===== src/rtl/servant_mem_sched_pkg.sv =====
// Shared encodings and the round-robin helper for the servant memory scheduler.
package servant_mem_sched_pkg;

  localparam logic [1:0] GNT_IBUS = 2'd0;
  localparam logic [1:0] GNT_DBUS = 2'd1;
  localparam logic [1:0] GNT_EXT  = 2'd2;

  typedef enum logic {
    S_IDLE,
    S_BUSY
  } state_e;

  // Next index in the three-entry ring; unused code 3 folds back to IBUS.
  function automatic logic [1:0] rr_next(input logic [1:0] idx);
    return (idx >= GNT_EXT) ? GNT_IBUS : idx + 2'd1;
  endfunction

endpackage


===== src/rtl/servant_rr_pick.sv =====
// Combinational three-way round-robin picker, scanning from the entry after last_i.
module servant_rr_pick (
  input  logic [2:0] req_i,
  input  logic [1:0] last_i,
  output logic [1:0] gnt_o,
  output logic       any_o
);
  import servant_mem_sched_pkg::*;

  logic [1:0] c0, c1, c2;

  always_comb begin
    c0    = rr_next(last_i);
    c1    = rr_next(c0);
    c2    = rr_next(c1);
    gnt_o = c0;
    if (req_i[c0]) begin
      gnt_o = c0;
    end else if (req_i[c1]) begin
      gnt_o = c1;
    end else if (req_i[c2]) begin
      gnt_o = c2;
    end
    any_o = |req_i;
  end

endmodule


===== src/rtl/servant_mem_sched.sv =====
// Shares one servant_ram port between ibus, dbus and an external port: one transaction
// at a time, round-robin grant, a dead cycle after each completion and an ack timeout.
module servant_mem_sched #(
  parameter int unsigned AW      = 32,
  parameter int unsigned TIMEOUT = 15
) (
  input  logic          i_clk,
  input  logic          i_rst,
  input  logic [AW-1:0] i_ibus_adr,
  input  logic          i_ibus_cyc,
  output logic [31:0]   o_ibus_rdt,
  output logic          o_ibus_ack,
  input  logic [AW-1:0] i_dbus_adr,
  input  logic [31:0]   i_dbus_dat,
  input  logic [3:0]    i_dbus_sel,
  input  logic          i_dbus_we,
  input  logic          i_dbus_cyc,
  output logic [31:0]   o_dbus_rdt,
  output logic          o_dbus_ack,
  input  logic [AW-1:0] i_ext_adr,
  input  logic [31:0]   i_ext_dat,
  input  logic [3:0]    i_ext_sel,
  input  logic          i_ext_we,
  input  logic          i_ext_cyc,
  output logic [31:0]   o_ext_rdt,
  output logic          o_ext_ack,
  output logic [AW-1:0] o_mem_adr,
  output logic [31:0]   o_mem_dat,
  output logic [3:0]    o_mem_sel,
  output logic          o_mem_we,
  output logic          o_mem_cyc,
  input  logic [31:0]   i_mem_rdt,
  input  logic          i_mem_ack,
  output logic          o_err
);
  import servant_mem_sched_pkg::*;

  localparam int unsigned CntW  = (TIMEOUT > 0) ? $clog2(TIMEOUT + 1) : 1;
  localparam int unsigned TLast = (TIMEOUT > 0) ? TIMEOUT - 1 : 0;
  localparam logic [CntW-1:0] CntLast = CntW'(TLast);

  state_e          state_q, state_d;
  logic [1:0]      gnt_q, gnt_d;
  logic [1:0]      last_q, last_d;
  logic [CntW-1:0] cnt_q, cnt_d;

  logic [1:0] pick_gnt;
  logic       pick_any;
  logic       gnt_cyc;
  logic       busy;
  logic       done_ack;
  logic       timeout;

  servant_rr_pick u_pick (
    .req_i  ({i_ext_cyc, i_dbus_cyc, i_ibus_cyc}),
    .last_i (last_q),
    .gnt_o  (pick_gnt),
    .any_o  (pick_any)
  );

  always_comb begin
    case (gnt_q)
      GNT_IBUS: gnt_cyc = i_ibus_cyc;
      GNT_DBUS: gnt_cyc = i_dbus_cyc;
      GNT_EXT:  gnt_cyc = i_ext_cyc;
      default:  gnt_cyc = 1'b0;
    endcase
    busy     = (state_q == S_BUSY);
    done_ack = busy & gnt_cyc & i_mem_ack;
    timeout  = (TIMEOUT != 0) && busy && gnt_cyc && !i_mem_ack && (cnt_q == CntLast);
  end

  always_ff @(posedge i_clk or posedge i_rst) begin
    if (i_rst) begin
      state_q <= S_IDLE;
      gnt_q   <= GNT_IBUS;
      last_q  <= GNT_EXT;
      cnt_q   <= '0;
    end else begin
      state_q <= state_d;
      gnt_q   <= gnt_d;
      last_q  <= last_d;
      cnt_q   <= cnt_d;
    end
  end

  always_comb begin
    state_d = state_q;
    gnt_d   = gnt_q;
    last_d  = last_q;
    cnt_d   = cnt_q;
    case (state_q)
      S_IDLE: begin
        cnt_d = '0;
        if (pick_any) begin
          gnt_d   = pick_gnt;
          state_d = S_BUSY;
        end
      end
      S_BUSY: begin
        // Abort, ack and timeout all forfeit the turn and pass through the dead cycle.
        if (!gnt_cyc || done_ack || timeout) begin
          state_d = S_IDLE;
          last_d  = gnt_q;
          cnt_d   = '0;
        end else if (TIMEOUT != 0) begin
          cnt_d = cnt_q + CntW'(1);
        end
      end
      default: state_d = S_IDLE;
    endcase
  end

  always_comb begin
    o_mem_adr  = '0;
    o_mem_dat  = '0;
    o_mem_sel  = '0;
    o_mem_we   = 1'b0;
    o_mem_cyc  = 1'b0;
    o_ibus_ack = 1'b0;
    o_dbus_ack = 1'b0;
    o_ext_ack  = 1'b0;
    o_ibus_rdt = '0;
    o_dbus_rdt = '0;
    o_ext_rdt  = '0;
    o_err      = timeout;
    if (busy) begin
      o_mem_cyc = gnt_cyc;
      case (gnt_q)
        GNT_IBUS: begin
          o_mem_adr = i_ibus_adr;
          o_mem_sel = 4'hf;
        end
        GNT_DBUS: begin
          o_mem_adr = i_dbus_adr;
          o_mem_dat = i_dbus_dat;
          o_mem_sel = i_dbus_sel;
          o_mem_we  = i_dbus_we;
        end
        GNT_EXT: begin
          o_mem_adr = i_ext_adr;
          o_mem_dat = i_ext_dat;
          o_mem_sel = i_ext_sel;
          o_mem_we  = i_ext_we;
        end
        default: ;
      endcase
      if (done_ack || timeout) begin
        case (gnt_q)
          GNT_IBUS: begin
            o_ibus_ack = 1'b1;
            o_ibus_rdt = timeout ? 32'h0 : i_mem_rdt;
          end
          GNT_DBUS: begin
            o_dbus_ack = 1'b1;
            o_dbus_rdt = timeout ? 32'h0 : i_mem_rdt;
          end
          GNT_EXT: begin
            o_ext_ack = 1'b1;
            o_ext_rdt = timeout ? 32'h0 : i_mem_rdt;
          end
          default: ;
        endcase
      end
    end
  end

endmodule


===== config.mk =====
export PLATFORM = sky130hd
export DESIGN_NAME = servant_mem_sched
export DESIGN_NICKNAME = d
export VERILOG_FILES = /design/src/rtl/servant_mem_sched_pkg.sv /design/src/rtl/servant_rr_pick.sv /design/src/rtl/servant_mem_sched.sv
export SDC_FILE = /design/constraint.sdc
export NUM_CORES = 1
export LEC_CHECK = 0
export BUFFER_PORTS_ARGS = -buffer_cell sky130_fd_sc_hd__buf_4
export CORE_AREA = 2 2 149 151
export CTS_BUF_LIST = sky130_fd_sc_hd__clkbuf_8
export DETAILED_ROUTE_END_ITERATION = 10
export DIE_AREA = 0 0 151 153
export PLACE_DENSITY = 0.43
export SLEW_MARGIN = 20
export SYNTH_ARGS = -nofsm -noshare
export SYNTH_HDL_FRONTEND = slang
export SYNTH_SLANG_ARGS = --single-unit

===== constraint.sdc =====
create_clock -name i_clk -period 2.8 [get_ports i_clk]
set_input_delay 0.14 -clock i_clk [delete_from_list [all_inputs] [get_ports i_clk]]
set_output_delay 0.14 -clock i_clk [all_outputs]
set_load 0.005 [all_outputs]

==> out/qor.txt, run 1 <==
result of the run: finished clean
unrepaired setup endpoints after global routing: false
Post-route DRC: 0
Setup CP Type: reg2out
Area after DPL: 0.005298 mm2
dominant cell type by area after synthesis: and2_1
share of the synthesized area in the top cell type: 28.68%
maximum clock path buffer count: 2
Mapped Area: 0.002160 mm2
maximum number of pins on one net before global-route repair: 72
full die area: 0.02310 mm2
Clock H-tree levels: 1
Clk pwr share: 4.4%
GPL Wtd Cong: 0.8040
Fmax achieved: 395.6 MHz
post-route antenna net violation count: 0
number of antenna repair diodes: 0
final setup vio count: 0
worst min path class: in2reg
post-route fraction of the period consumed by the critical path: 90.28%
share of cells above drive strength 1: 58.25%
vias in the first global route: 3,888
delay of the slowest cell on the worst path: 620 ps
Hold Vio Cnt, Final: 0
number of placement rows: 54
count of filler cells inserted in the layout: 2,440
clock latency reported for the late side of the worst-skew pair: 230 ps
routed length per instance: 17.68 um
Max-cap violations: 0
leading cell types by count after synthesis: and2_1 (99), nor2_1 (76), a222oi_1 (33), a22oi_1 (33), clkbuf_1 (32)
most frequent CP cell: buf_4
critical-path cell with the highest stage delay: buf_4
arrival time worst endpoint: 2390 ps
Overflow after GRT: 0
starting density of the core: 10.05%
final worst path period need: 2528 ps
Port Buffer Count: 377
proportion of synthesized flip-flops having asynchronous set or reset: 100.0%
number of antenna violations at the first check in global routing: 0
syn avg cell area: 6.544 um2
EDFF count, synth: 0
I/O pin cnt: 378
#FFs+latches synth: 9
post-synth net total: 544
Worst IR Drop VDD: 0.6206 mV
Clock Sinks: 9
CTS root buf: clkbuf_8
sequential cell area fraction in the yosys report: 10.49%
via count of the routed design: 4,010
worst path cell trace: inv_1, ha_2, buf_4, nand2_1, nor3_2, buf_4, and2_1, buf_4
first-pass GRT wire length: 23,920 um
Worst slew margin: 44.44%
setup total negative slack: 0 ps
router iterations before antenna repair: 7
vertical die dimension: 153 um
clock-pin slew on the worst setup and hold paths: 40 ps
type of element capturing the critical path: output port
Horiz. Die Dim: 151 um
GRT Overall Usage: 13.42%
final-report max-slew violation count: 0
detailed-route vias per instance: 4.155
half-perimeter wire length after placement: 14,390 um
top cells by area, synth: and2_1 (29%), a222oi_1 (15%), nor2_1 (13%)
Crit Path Max Fanout: 71
total wire length: 17,060 um
proportion of power drawn by combinational gates: 88.5%
Syn. warnings: 0
number of clock buffers inserted by TritonCTS: 3
Core Footprint: 0.02149 mm2
Critical Path Source Type: flip-flop
P&R area growth vs syn: 147.9%
number of nets in the finished design: 900
power per cell area: 598.0 mW/mm2
sw frac: 51.11%
Tightest Pin Transition: 833.3 ps
number of library cell types mapped by synthesis: 31
design area: 0.005353 mm2
PnR Total Power: 3.201 mW
clock tree from TritonCTS: yes
relative contribution of sequential cells to total power: 7.1%
final core occ: 24.91%
leakage: 2.781 nW
Starting DRT DRC Count: 216
cell with the most instances after synthesis: and2_1
Switch Pwr: 1.636 mW
worst clock skew: 3.495 ps
internal power of the cells: 1.565 mW
predominant post-synthesis flop cell: dfrtp_1
gate count of the mapped netlist: 330
CP required: 2660 ps
[per-stage QoR]
step | instances | hold WS [ps] | setup WS, ps
floorplan | 330 | -32.80 | 686.9
global placement | 960 | 128.2 | 453.8
detailed placement | 960 | 128.3 | 478.5
CTS | 965 | 250.9 | 235.4
global route | 965 | 283.9 | 31.01
finish | 965 | 251.6 | 272.1
[sequential cells by signal, summed over array words and instances, names as in the netlist]
| signal | count |
|---|---|
| cnt_q | 4 |
| gnt_q | 2 |
| last_q | 2 |
| busy | 1 |
[cell families after synthesis]
family	after synthesis	synth area share [%]
AOI/OAI and AO/OA	77	30.88
xor gates and xnor gates	2	0.8113
adders and majority gates	6	3.476
buffers and inverters	42	7.358
DFF	9	10.49
muxes	2	0.9849
and+or+nand+nor	192	46.00
[layout by cell type (no fill, tap or decap), drive strengths merged, types with 2 or more instances in the layout]
| master | instances |
|---|---|
| a221oi | 4 |
| a222oi | 33 |
| a22oi | 33 |
| and2 | 99 |
| buf | 387 |
| clkbuf | 3 |
| dfrtp | 8 |
| ha | 6 |
| inv | 6 |
| nand2 | 5 |
| nand3 | 2 |
| nor2 | 76 |
| nor3 | 4 |
| nor3b | 2 |
[critical path: cells and delay by family (launching register included)]
family | cells | cell delay [ps]
flops | 1 | 400
simple gates | 3 | 440
buf+inv | 4 | 1130
fa+ha+maj | 1 | 180
[layout make-up]
class                      instances  area, um2  area share, %
clock buffer                       3      41.29         0.7714
clock inverter                     1      3.754        0.07013
inverter                           5      18.77         0.3506
multi-input combinational        279       1797          33.57
sequential                         9      226.5          4.231
tap                              280      350.3          6.545
timing repair buffer             388       2915          54.46
[worst paths after layout]
| kind | startpoint | endpoint | slack [ps] | cells past startpoint |
|---|---|---|---|---|
| worst max-delay path | gnt_q[0]$_DFFE_PP0P_ | o_ext_rdt[21] | 270 | 8 |
| worst min-delay path | i_ext_cyc | busy$_DFF_PP0_ | 250 | 3 |
| worst max register to register | gnt_q[0]$_DFFE_PP0P_ | last_q[1]$_DFFE_PP1P_ | 890 | 6 |
| worst min register to register | cnt_q[0]$_DFF_PP0_ | cnt_q[0]$_DFF_PP0_ | 490 | 1 |
| max in group asynchronous | i_rst | last_q[1]$_DFFE_PP1P_ | 2070 | 3 |
| min in group asynchronous | i_rst | cnt_q[3]$_DFF_PP0_ | 430 | 3 |
[power by group through the flow]
stage	Combinational [mW]	Sequential [mW]	Clock [mW]
after floorplan	1.40	0.215	0
after global placement	2.93	0.229	0
after detailed placement	2.89	0.231	0
after CTS	2.90	0.229	0.147
after global routing	3.12	0.236	0.154
final	2.83	0.228	0.141
[per-layer routing]
layer / share of wire, % / track usage (%) / wire length, um
met5: 0 / 0 / 0
met2: 51 / 24.87 / 8642
met1: 39 / 16.71 / 6645
met3: 9.7 / 2.328 / 1657
met4: 0.67 / 1.068 / 114
[what timing repair did]
action	CTS	global route
resized for setup	0	0
hold buffers	1	0
buffers inserted	0	0
endpoints found under the hold margin	8	0
Power figures use the tool's default switching activity.
==> run 2: changes to the inputs <==
--- a/config.mk
+++ b/config.mk
@@ -6,11 +6,11 @@
 export NUM_CORES = 1
 export LEC_CHECK = 0
 export BUFFER_PORTS_ARGS = -buffer_cell sky130_fd_sc_hd__buf_4
-export CORE_AREA = 2 2 149 151
+export CORE_AREA = 2 2 148 150
 export CTS_BUF_LIST = sky130_fd_sc_hd__clkbuf_8
 export DETAILED_ROUTE_END_ITERATION = 10
-export DIE_AREA = 0 0 151 153
-export PLACE_DENSITY = 0.43
+export DIE_AREA = 0 0 150 152
+export PLACE_DENSITY = 0.44
 export SLEW_MARGIN = 20
 export SYNTH_ARGS = -nofsm -noshare
 export SYNTH_HDL_FRONTEND = slang
==> constraint.sdc (replaced) <==
create_clock -name i_clk -period 3.2 [get_ports i_clk]
set_input_delay 0.16 -clock i_clk [delete_from_list [all_inputs] [get_ports i_clk]]
set_output_delay 0.16 -clock i_clk [all_outputs]
set_load 0.005 [all_outputs]
==> run 2 against run 1 <==
Compared with the run above: via count shrank 1.5%; non-clock buffer count grew 1; sequential power shrank 13%; critical path depth shrank 2; clock-buffer cell count is the same; routed wire length shrank 9.3%; sequential share of layout area is essentially flat; first-iteration DRC count shrank 5.6%; global-route usage shrank 1.1 points; highest routed layer unchanged.
==> out/qor.txt, run 2 (same netlist as run 1, synthesis figures left out) <==
maximum clock path buffer count: 2 (unchanged)
Worst slew margin: 66.17% (+22 points)
Clock H-tree levels: 1 (unchanged)
number of flip-flops in the largest register: 4 (unchanged)
sw frac: 49.45% (-1.7 points)
Critical Path Source Type: flip-flop
I/O pin cnt: 378 (unchanged)
worst clock skew: 3.176 ps (-0.3192 ps)
result of the run: finished clean
GRT Overall Usage: 12.30% (-1.1 points)
post-route fraction of the period consumed by the critical path: 78.16%
number of cells on the worst reg-to-reg path: 6 (unchanged)
number of antenna violations at the first check in global routing: 0 (unchanged)
starting density of the core: 10.11% (+0.064 points)
last element of the critical path: o_ext_ack
Core Footprint: 0.02135 mm2 (-0.63%)
Post-route DRC: 0 (unchanged)
PnR Total Power: 2.770 mW (-13%)
final-report max-slew violation count: 0 (unchanged)
vertical die dimension: 152 um (-0.65%)
GPL Wtd Cong: 0.7484 (-6.9%)
CTS root buf: clkbuf_8
Setup CP Type: reg2out
number of placement rows: 54 (unchanged)
register ranked first by flip-flop count: cnt_q
critical-path cell with the highest stage delay: nor3b_1
Clk pwr share: 4.7% (+0.3 points)
Worst IR Drop VDD: 0.3053 mV (-51%)
worst min path class: in2reg
clock-pin slew on the worst setup and hold paths: 50 ps (about the same)
first-pass GRT wire length: 21,940 um (-8.3%)
clock latency reported for the late side of the worst-skew pair: 230 ps (about the same)
final setup margin: 698.9 ps (+426.8 ps)
power per cell area: 515.4 mW/mm2 (-14%)
routed length per instance: 16.02 um (-9.4%)
delay of the slowest cell on the worst path: 460 ps (-160 ps)
final core occ: 25.18% (+0.26 points)
total wire length: 15,480 um (-9.3%)
leakage: 2.788 nW (+0.23%)
launch point of the worst reg-to-reg path: gnt_q[0]$_DFFE_PP0P_
count of buffer and inverter cells on the critical path: 2 (-2)
slack of the worst reg-to-reg path: 1290 ps (+400 ps)
number of nets in the finished design: 901 (+0.11%)
Area after DPL: 0.005320 mm2 (+0.43%)
via count of the routed design: 3,949 (-1.5%)
number of clock buffers inserted by TritonCTS: 3 (unchanged)
Fmax achieved: 399.8 MHz
router iterations before antenna repair: 5 (-2)
worst flop-to-flop path endpoint: last_q[1]$_DFFE_PP1P_
most frequent CP cell: buf_4
post-route antenna net violation count: 0 (unchanged)
relative contribution of sequential cells to total power: 7.2% (about the same)
most frequent cells in the layout: buf_4 (387), and2_1 (99), nor2_1 (76)
Starting DRT DRC Count: 204 (-5.6%)
P&R area growth vs syn: 148.9%
type of element capturing the critical path: output port
number of gates given a new drive strength after cts: 0 (unchanged)
vias in the first global route: 3,775 (-2.9%)
worst path cell trace: ha_1, nand2b_2, buf_4, nor3b_1, and2_1, buf_4
unrepaired setup endpoints after global routing: false
Horiz. Die Dim: 150 um (-0.66%)
number of antenna repair diodes: 0 (unchanged)
cell family contributing the most delay on the critical path: simple AND/OR/NAND/NOR gates
proportion of power drawn by combinational gates: 88.1% (-0.4 points)
Hold Vio Cnt, Final: 0 (unchanged)
Critical path origin: gnt_q[0]$_DFFE_PP0P_
Port Buffer Count: 377 (unchanged)
Tightest Pin Transition: 506.3 ps (-327.0 ps)
Overflow after GRT: 0 (unchanged)
Min-Delay Path Depth: 3 (unchanged)
clock tree from TritonCTS: yes
Switch Pwr: 1.370 mW (-16%)
final worst path period need: 2501 ps
Clock Sinks: 9 (unchanged)
biggest registers after layout: cnt_q (4), gnt_q (2), last_q (2)
arrival time worst endpoint: 2340 ps (-50 ps)
worst slack, placed: 864.1 ps (+385.6 ps)
half-perimeter wire length after placement: 12,730 um (-12%)
CP required: 3040 ps (+380 ps)
final setup vio count: 0 (unchanged)
full die area: 0.02280 mm2 (-1.3%)
setup total negative slack: 0 ps (unchanged)
detailed-route vias per instance: 4.088 (-1.6%)
internal power of the cells: 1.400 mW (-11%)
maximum number of pins on one net before global-route repair: 72 (unchanged)
most common cell after layout, fill and taps aside: buf_4
design area: 0.005375 mm2 (+0.42%)
depth of the critical timing path with buffers and inverters included: 6 (-2)
Crit Path Max Fanout: 20 (-72%)
Max-cap violations: 0 (unchanged)
count of filler cells inserted in the layout: 2,403 (-1.5%)
share of cells above drive strength 1: 58.45% (+0.21 points)
==> run 2: cell types whose count changed in the layout (fill, tap and decap cells not counted), sizes merged <==
| cell | before | now |
|---|---|---|
| buf | 387 | 388 |
==> run 2: cell type report <==
cell class	instances	area [um2]	area share, %
multi-input combinational	279	1799	33.47
tap	280	350.3	6.518
inverter	5	18.77	0.3492
timing repair buffer	389	2935	54.61
sequential	9	226.5	4.213
clock buffer	3	41.29	0.7682
clock inverter	1	3.754	0.06983
==> run 2: what timing repair did <==
action / 4_1_cts / 5_1_grt
endpoints found under the hold margin: 8 / 0
buffers inserted: 0 / 0
hold buffers: 1 / 0
==> run 2: stage by stage <==
| stage | std cells | hold WS (ps) |
|---|---|---|
| after floorplan | 330 | -12.80 |
| after global placement | 961 | 176.0 |
| after detailed placement | 961 | 171.0 |
| after CTS | 966 | 266.4 |
| after global routing | 966 | 289.2 |
| final | 966 | 271.4 |
==> run 2: tightest hold or removal path, stage by stage <==
cell and delay (ps):
buf_4 100, nor3_1 60, o21ai_0 130
==> run 2: worst min-delay path by stage <==
stage | startpoint | to | slack (ps)
finish | i_ibus_cyc | busy$_DFF_PP0_ | 270
global route | i_ibus_cyc | busy$_DFF_PP0_ | 290
CTS | i_ibus_cyc | busy$_DFF_PP0_ | 270
detailed placement | i_rst | last_q[0]$_DFFE_PP0P_ | 170
global placement | i_rst | last_q[0]$_DFFE_PP0P_ | 180
floorplan | i_rst | busy$_DFF_PP0_ | -10
==> run 2: metal layers <==
layer / global-route usage, % / routed length [um] / vias to the layer above
met3: 2.763 / 1610 / 6
li1: - / - / 1902
met2: 23.68 / 8067 / 254
met1: 13.71 / 5686 / 1787
met4: 2.111 / 114 / 0
met5: 0 / 0 / -
==> run 2: power groups by stage <==
stage / combinational (mW) / clock [mW] / sequential [mW]
floorplan: 1.22 / 0 / 0.188
global placement: 2.51 / 0 / 0.201
detailed placement: 2.49 / 0 / 0.201
CTS: 2.50 / 0.133 / 0.200
global route: 2.70 / 0.142 / 0.206
finish: 2.44 / 0.130 / 0.198
